--- src/rtl/shift_rx_pkg.sv ---
// Shared definitions for the serial receive controller: the receiver state
// encoding and the default frame width.
package shift_rx_pkg;

    // Number of data bits per frame when the parent does not override WIDTH.
    localparam int DEFAULT_WIDTH = 4;

    // Receiver frame states. PARITY is only reachable when the parity option
    // is compiled in.
    typedef enum logic [1:0] {
        IDLE   = 2'd0,
        DATA   = 2'd1,
        PARITY = 2'd2,
        STOP   = 2'd3
    } rx_state_t;

endpackage : shift_rx_pkg

--- src/rtl/sipo_shift.sv ---
// Serial-in / parallel-out shift datapath. Each enabled cycle shifts right by
// one place with the new bit entering the MSB, so an LSB-first serial stream
// ends up in natural bit order after WIDTH shifts.
module sipo_shift
    import shift_rx_pkg::*;
#(
    parameter int WIDTH = DEFAULT_WIDTH
) (
    input  logic             clk,
    input  logic             rst,
    input  logic             en,
    input  logic             sin,
    output logic [WIDTH-1:0] q
);

    // Shift register: synchronous clear, right shift on en.
    always_ff @(posedge clk) begin
        // NOTE: clocked state is always written with non-blocking assignments so every flop samples the pre-edge values.
        if (rst) begin
            q <= '0;
        end else if (en) begin
            q <= {sin, q[WIDTH-1:1]};
        end
    end

endmodule : sipo_shift

--- src/rtl/shift_rx_ctrl.sv ---
// Serial frame receiver: start bit (0), WIDTH data bits LSB first, optional
// even-parity bit, stop bit (1). Bits are sampled only on sen strobes.
// Completed words are presented on a valid/ready output port with a single
// holding register; a word that completes while the holding register is full
// and not being drained is dropped and flagged with an overrun pulse.
//
// Build option: define SHIFT_RX_PARITY_EN to add the parity bit and the
// parity_err check. Without it parity_err is held at 0.
module shift_rx_ctrl
    import shift_rx_pkg::*;
#(
    parameter int WIDTH = DEFAULT_WIDTH
) (
    input  logic             clk,
    input  logic             rst,
    input  logic             sen,
    input  logic             sin,
    output logic [WIDTH-1:0] dout,
    output logic             dout_valid,
    input  logic             dout_ready,
    output logic             busy,
    output logic             frame_err,
    output logic             parity_err,
    output logic             overrun
);

    // Counter wide enough to hold the value WIDTH.
    localparam int              CW   = $clog2(WIDTH + 1);
    localparam logic [CW-1:0]   LAST = CW'(WIDTH - 1);

    rx_state_t        state;
    rx_state_t        state_next;
    logic [CW-1:0]    cnt;
    logic [CW-1:0]    cnt_next;
    logic             shift_en;
    logic [WIDTH-1:0] shift_q;

    // One-cycle strobes produced by the stop sample.
    logic             stop_ok;
    logic             stop_bad;

`ifdef SHIFT_RX_PARITY_EN
    // Remembers a parity mismatch from the PARITY sample until STOP.
    logic             par_bad;
    logic             par_bad_next;
    logic             par_fail;
`endif

    sipo_shift #(
        .WIDTH (WIDTH)
    ) u_shift (
        .clk (clk),
        .rst (rst),
        .en  (shift_en),
        .sin (sin),
        .q   (shift_q)
    );

    // State, bit counter and parity flag registers.
    always_ff @(posedge clk) begin
        if (rst) begin
            state   <= IDLE;
            cnt     <= '0;
`ifdef SHIFT_RX_PARITY_EN
            par_bad <= 1'b0;
`endif
        end else begin
            state   <= state_next;
            cnt     <= cnt_next;
`ifdef SHIFT_RX_PARITY_EN
            par_bad <= par_bad_next;
`endif
        end
    end

    // Next-state logic: every transition and every datapath step is gated by
    // sen, so non-strobe cycles hold the whole frame context.
    always_comb begin
        // NOTE: every signal written here gets a default first, so no path can leave one unassigned and infer a latch.
        state_next   = state;
        cnt_next     = cnt;
        shift_en     = 1'b0;
        stop_ok      = 1'b0;
        stop_bad     = 1'b0;
`ifdef SHIFT_RX_PARITY_EN
        par_bad_next = par_bad;
        par_fail     = 1'b0;
`endif

        unique case (state)
            IDLE: begin
                // Only a low sample is a start bit; idle-high samples are ignored.
                if (sen && !sin) begin
                    state_next   = DATA;
                    cnt_next     = '0;
`ifdef SHIFT_RX_PARITY_EN
                    par_bad_next = 1'b0;
`endif
                end
            end

            DATA: begin
                if (sen) begin
                    shift_en = 1'b1;
                    cnt_next = cnt + CW'(1);
                    if (cnt == LAST) begin
`ifdef SHIFT_RX_PARITY_EN
                        state_next = PARITY;
`else
                        state_next = STOP;
`endif
                    end
                end
            end

            PARITY: begin
`ifdef SHIFT_RX_PARITY_EN
                // Even parity: data bits plus parity bit must XOR to 0.
                if (sen) begin
                    par_bad_next = ^{shift_q, sin};
                    state_next   = STOP;
                end
`else
                state_next = IDLE;
`endif
            end

            STOP: begin
                if (sen) begin
                    state_next = IDLE;
                    if (!sin) begin
                        stop_bad = 1'b1;
`ifdef SHIFT_RX_PARITY_EN
                    end else if (!par_bad) begin
`else
                    end else begin
`endif
                        stop_ok = 1'b1;
                    end
`ifdef SHIFT_RX_PARITY_EN
                    par_fail = par_bad;
`endif
                end
            end

            default: begin
                state_next = IDLE;
            end
        endcase
    end

    assign busy = (state != IDLE);

    // Output holding register, valid/ready handshake and error pulses.
    always_ff @(posedge clk) begin
        if (rst) begin
            dout       <= '0;
            dout_valid <= 1'b0;
            frame_err  <= 1'b0;
            overrun    <= 1'b0;
        end else begin
            frame_err <= stop_bad;
            overrun   <= 1'b0;
            if (stop_ok) begin
                // A word may load when the register is empty or drains this cycle.
                if (!dout_valid || dout_ready) begin
                    dout       <= shift_q;
                    dout_valid <= 1'b1;
                end else begin
                    overrun    <= 1'b1;
                end
            end else if (dout_valid && dout_ready) begin
                dout_valid <= 1'b0;
            end
        end
    end

`ifdef SHIFT_RX_PARITY_EN
    // Parity error pulse, issued alongside the stop-sample outcome.
    always_ff @(posedge clk) begin
        if (rst) begin
            parity_err <= 1'b0;
        end else begin
            parity_err <= par_fail;
        end
    end
`else
    assign parity_err = 1'b0;
`endif

endmodule : shift_rx_ctrl

--- config.mk ---
export PLATFORM = sky130hd
export DESIGN_NAME = shift_rx_ctrl
export DESIGN_NICKNAME = d
export VERILOG_FILES = /design/src/rtl/shift_rx_pkg.sv /design/src/rtl/sipo_shift.sv /design/src/rtl/shift_rx_ctrl.sv
export SDC_FILE = /design/constraint.sdc
export NUM_CORES = 1
export LEC_CHECK = 0
export ABC_CLOCK_PERIOD_IN_PS = 2250
export BUFFER_PORTS_ARGS = -buffer_cell sky130_fd_sc_hd__buf_2
export CAP_MARGIN = 25
export CORE_MARGIN = 4
export CORE_UTILIZATION = 39
export DETAILED_ROUTE_END_ITERATION = 6
export GPL_TIMING_DRIVEN = 1
export HOLD_SLACK_MARGIN = 0.1
export PLACE_DENSITY = 0.67
export SETUP_SLACK_MARGIN = 0.4
export SLEW_MARGIN = 20
export SYNTH_ARGS = -nofsm -noshare
export SYNTH_HDL_FRONTEND = slang
export SYNTH_SLANG_ARGS = --single-unit
--- constraint.sdc ---
create_clock -name clk -period 2.25 [get_ports clk]
set_input_delay 0.225 -clock clk [delete_from_list [all_inputs] [get_ports clk]]
set_output_delay 0.225 -clock clk [all_outputs]
set_load 0.01 [all_outputs]
# ---- After elaboration in Yosys (flattened, before gate mapping)
# Index checks and enable logic that the tools add are counted.
dict set report op_classes {
  mux 18
  n_reduce_logical 15
  n_addsub 1
  n_bitwise 3
  eq_ne 9
}
# cell count
set op_table {}
lappend op_table {{2-to-1 mux 1 bit} 10}
lappend op_table {{2-to-1 mux 2 bit} 4}
lappend op_table {{inequality test 2 bit, second input constant} 4}
lappend op_table {{one-hot mux 2 bit (4 select lines)} 1}
lappend op_table {{2-to-1 mux 3 bit} 2}
lappend op_table {{one-hot mux 3 bit (2 select lines)} 1}
lappend op_table {{nonzero test 2 bit} 3}
lappend op_table {{== test 2 bit, second input constant} 2}
lappend op_table {{AND reduction 2 bit} 2}
lappend op_table {{AND reduction 4 bit} 1}
lappend op_table {{adder 3 x 1 -> 3 bit, second input constant} 1}
lappend op_table {{== test 3 x 2 -> 1 bit, second input constant} 1}
lappend op_table {{inverter 1 bit} 3}
lappend op_table {{AND reduction 3 bit} 1}
lappend op_table {{OR reduction 3 bit} 1}
lappend op_table {{== test 2 x 1 -> 1 bit, second input constant} 1}
lappend op_table {{logical AND 1 bit} 2}
lappend op_table {{zero test 1 bit} 2}
lappend op_table {{zero test 2 bit} 1}
lappend op_table {{inequality test 2 x 1 -> 1 bit, second input constant} 1}
lappend op_table {{OR reduction 2 bit} 1}
lappend op_table {{logical OR 1 bit} 1}
dict set report word_totals {
  wordCells 53
  inputBits 5
  output_inout_bits 9
  register_bits 16
}

# ---- Depth between registers and ports, before layout
dict set report logic_depth {
  ltp_word 5
  mapped_depth 5
}

# ---- By module
# From an unflattened synthesis, not the netlist that was laid out.
dict set report hier_totals {
  hier_cells 71
  area_unflattened_um2 691.9
}
# module seq_area_each_um2 n_inst cells_per_inst area_each_um2
set by_module_without_submodules {}
lappend by_module_without_submodules {shift_rx_ctrl 240.2 1 58 551.8}
lappend by_module_without_submodules {sipo_shift 80.1 1 13 140.1}

# ---- Worst setup path before layout
# OpenSTA, ideal clock, no wires.
dict set report synth_timing {
  kind {register -> register}
  from {register state[0]}
  to {register dout[0]}
  stages_incl_launch_ff 6
  required_time_ns 2.178
  period_less_slack_ns 1.067
  t_arrival_ns 0.996
  slack_ns 1.183
  cell_sequence {dfxtp_1 -> buf_4 -> nand4_1 -> nor2b_1 -> clkbuf_2 -> mux2i_1}
}
dict set report synth_between {
  elab_chain_len 3
}
# item line
set synth_lines {}
lappend synth_lines {{start, declared} shift_rx_ctrl.sv:31} ;# rx_state_t state;
lappend synth_lines {{start signal, assigned} shift_rx_ctrl.sv:68} ;# state <= state_next;
lappend synth_lines {{== test 2 bit} shift_rx_ctrl.sv:90} ;# unique case (state)
lappend synth_lines {{2-to-1 mux 1 bit} shift_rx_ctrl.sv:90}
lappend synth_lines {{AND reduction 2 bit (no source line)} -}
lappend synth_lines {{end signal, assigned} shift_rx_ctrl.sv:167} ;# dout <= shift_q;
lappend synth_lines {{end, declared} shift_rx_ctrl.sv:18} ;# output logic [WIDTH-1:0] dout,
# Every way passes these cells.
# A chain may end at the register's enable or synchronous reset.

# ---- Worst setup path in the final report
dict set report layout_timing {
  from {register state[0]}
  to {register dout[3]}
}
# Same word-level chain as after synthesis.

==> out/metrics.cfg <==
[run_status]
status=completed

[sta]
tns_ps=0
setup_violations=0
hold_viol_final=0
slew_violations=0
rsz0062_at_grt=no
fin_crit_sh=0.602
period_minus_slack_ps=1360
clock_skew_ps=0.904
max_freq_mhz=738

[critical_path]
r2r_cells=3
crit_path_end_kind=flop
slowest_stage=dfxtp_1
r2r_setup_slack_ps=890
start_kind=flop
cp.required_ps=2470
path_buf_inv=0
path_max_fanout=9
critPathKind=reg -> reg
r2r-end=dout[3]
r2r-start=state[0]
cp_slowest_stage_delay_ps=490
path_cells=nand4_1 > nor2b_1 > mux2i_1
cp_top_family=simple AND/OR/NAND/NOR gates
arrival_ps=1570

[worst_hold_path]
min_to=frame_err
hold_path.class=in -> reg
holdPathStages=2
worstHoldStart=sin

[clock_tree]
clk_latency_ps=280
clk_pin_slew_worst_paths_ps=90
root_buffer=clkbuf_4
htree_levels=1
post-cts-setup-buffer-count=0
cts-hold-fix-buffers=0
cts_resized=0
numCtsBuffers=3
cts_buffer_depth=2
clkSinkCount=16
cts_tree=done

[yosys]
seq_area_frac_synth=0.465
synth_area_sq_um=688
yosysWarnings=0
avgSynthCellArea_sq_um=9.56
synth-seq-cells=16
yosysUniqueCellTypes=25
synth_cells=72
syn_nets=79

[power]
p_int_uw=397
p_sw_uw=110
power_frac_seq=0.570
ir_worst_vdd_v=0.000319
swShare=0.217
power_uw=508
p_leak_uw=0.000342
clockPowerShare=0.374
p_per_area_mw_per_mm2=646
comb_power_share=0.056

[floorplan]
start_util=0.432
ios=14
rows=14
core_sq_mm=0.00159
dieArea_sq_mm=0.00250
die_y_um=50.0
die_w_um=50.0

[drt]
wl_per_cell_um=10.4
drcViolationCount=0
vias=495
dr.pass1.iters=4
final_antenna_net_count=0
drt-initial-drc-count=4
routed_wl_um=1120
vias_per_cell=4.63

[run]
cap_viol_max_count=0

[global_route]
grt_usage=0.105
grt_antenna_before_repair=0
gr-total-overflow=0
grt_max_degree=21
grt_pass1_vias=502
grt_pass1_wl_um=1970

[layout]
nNetsFinal=91
fillers=161
drive_gt1_frac=0.217
layout_common_cells=dfxtp_1 (16), buf_2 (12), nand2b_1 (9)
syn2layout_area_growth_pct=14.2
diodes=0
final_common_cell=dfxtp_1

[place]
gp_congestion=0.761
port-buffer-count=12
place_hpwl_um=831

## flip-flops by register name (all words and copies together), names as in the netlist
| register | cells |
|---|---|
| cnt | 3 |
| u_shift.q | 4 |
| dout | 4 |
| overrun | 1 |
| frame_err | 1 |
| dout_valid | 1 |
| state | 2 |
## power groups by stage
stage / Clock, uW / Sequential, uW / Combinational (uW)
2_1_floorplan: 0 / 293 / 24.9
3_3_place_gp: 0 / 296 / 28.6
3_5_place_dp: 0 / 296 / 28.7
4_1_cts: 195 / 289 / 28.9
5_1_grt: 206 / 290 / 31.7
6_report: 190 / 289 / 28.4
## cell type report
cell class,instances,area [sq um],area share
sequential,16,320,0.408
tap,24,30.0,0.0382
timing repair buffer,12,60.1,0.0764
clock buffer,4,36.3,0.0462
inverter,2,7.51,0.00955
multi-input combinational,49,332,0.422
## routing by layer
layer	wire length, um	global-route usage	vias to the layer above
li1	-	-	264
met1	546	0.126	221
met2	512	0.157	8
met3	48	0.0271	2
met4	10	0.0829	0
met5	0	0	-
## synthesized netlist by cell type, drive strengths merged
| cell | number | area [sq um] |
|---|---|---|
| ha | 2 | 25.0 |
| nand4 | 1 | 6.26 |
| nor3b | 1 | 7.51 |
| a21oi | 5 | 25.0 |
| conb | 1 | 3.75 |
| buf | 3 | 20.0 |
| dfxtp | 16 | 320 |
| clkbuf | 2 | 8.75 |
| and2b | 1 | 7.51 |
| nor2b | 3 | 18.8 |
| nor3 | 2 | 10.0 |
| or2 | 2 | 12.5 |
| mux2i | 8 | 80.1 |
| o21ai | 3 | 15.0 |
| or2b | 1 | 7.51 |
| nand3b | 2 | 18.8 |
| nand3 | 2 | 10.0 |
| inv | 2 | 7.51 |
| a2bb2oi | 1 | 8.76 |
| nor2 | 5 | 18.8 |
| nand2b | 9 | 56.3 |
## stage by stage
step | std cells | hold slack, ps | utilization | cell area, sq um | worst slack [ps]
floorplan | 72 | 302 | - | 688 | 1180
global placement | 103 | 444 | 0.470 | 749 | 932
finish | 107 | 153 | 0.493 | 786 | 895
detailed placement | 103 | 460 | 0.470 | 749 | 880
CTS | 107 | 149 | 0.493 | 786 | 863
global route | 107 | 154 | 0.493 | 786 | 713
## cells by family after synthesis
logic type,synth area share
adder cells (fa/ha/maj),0.0364
AO/OA/AOI/OAI,0.0709
buffers and inverters,0.0527
AND/OR/NAND/NOR,0.253
other,0.00545
flip-flops,0.465
multiplexers,0.116
## worst max path at each step
| stage | start | slack [ps] | cells past startpoint | to |
|---|---|---|---|---|
| after floorplan | state[0] | 1180 | 5 | dout[0] |
| after global routing | state[0] | 710 | 3 | dout[0] |
| after detailed placement | state[0] | 880 | 3 | dout[1] |
| after CTS | state[0] | 860 | 3 | dout[3] |
| after global placement | state[0] | 930 | 3 | dout[3] |
| final | state[0] | 890 | 3 | dout[3] |
No activity file was read; power rests on OpenSTA's default activity.
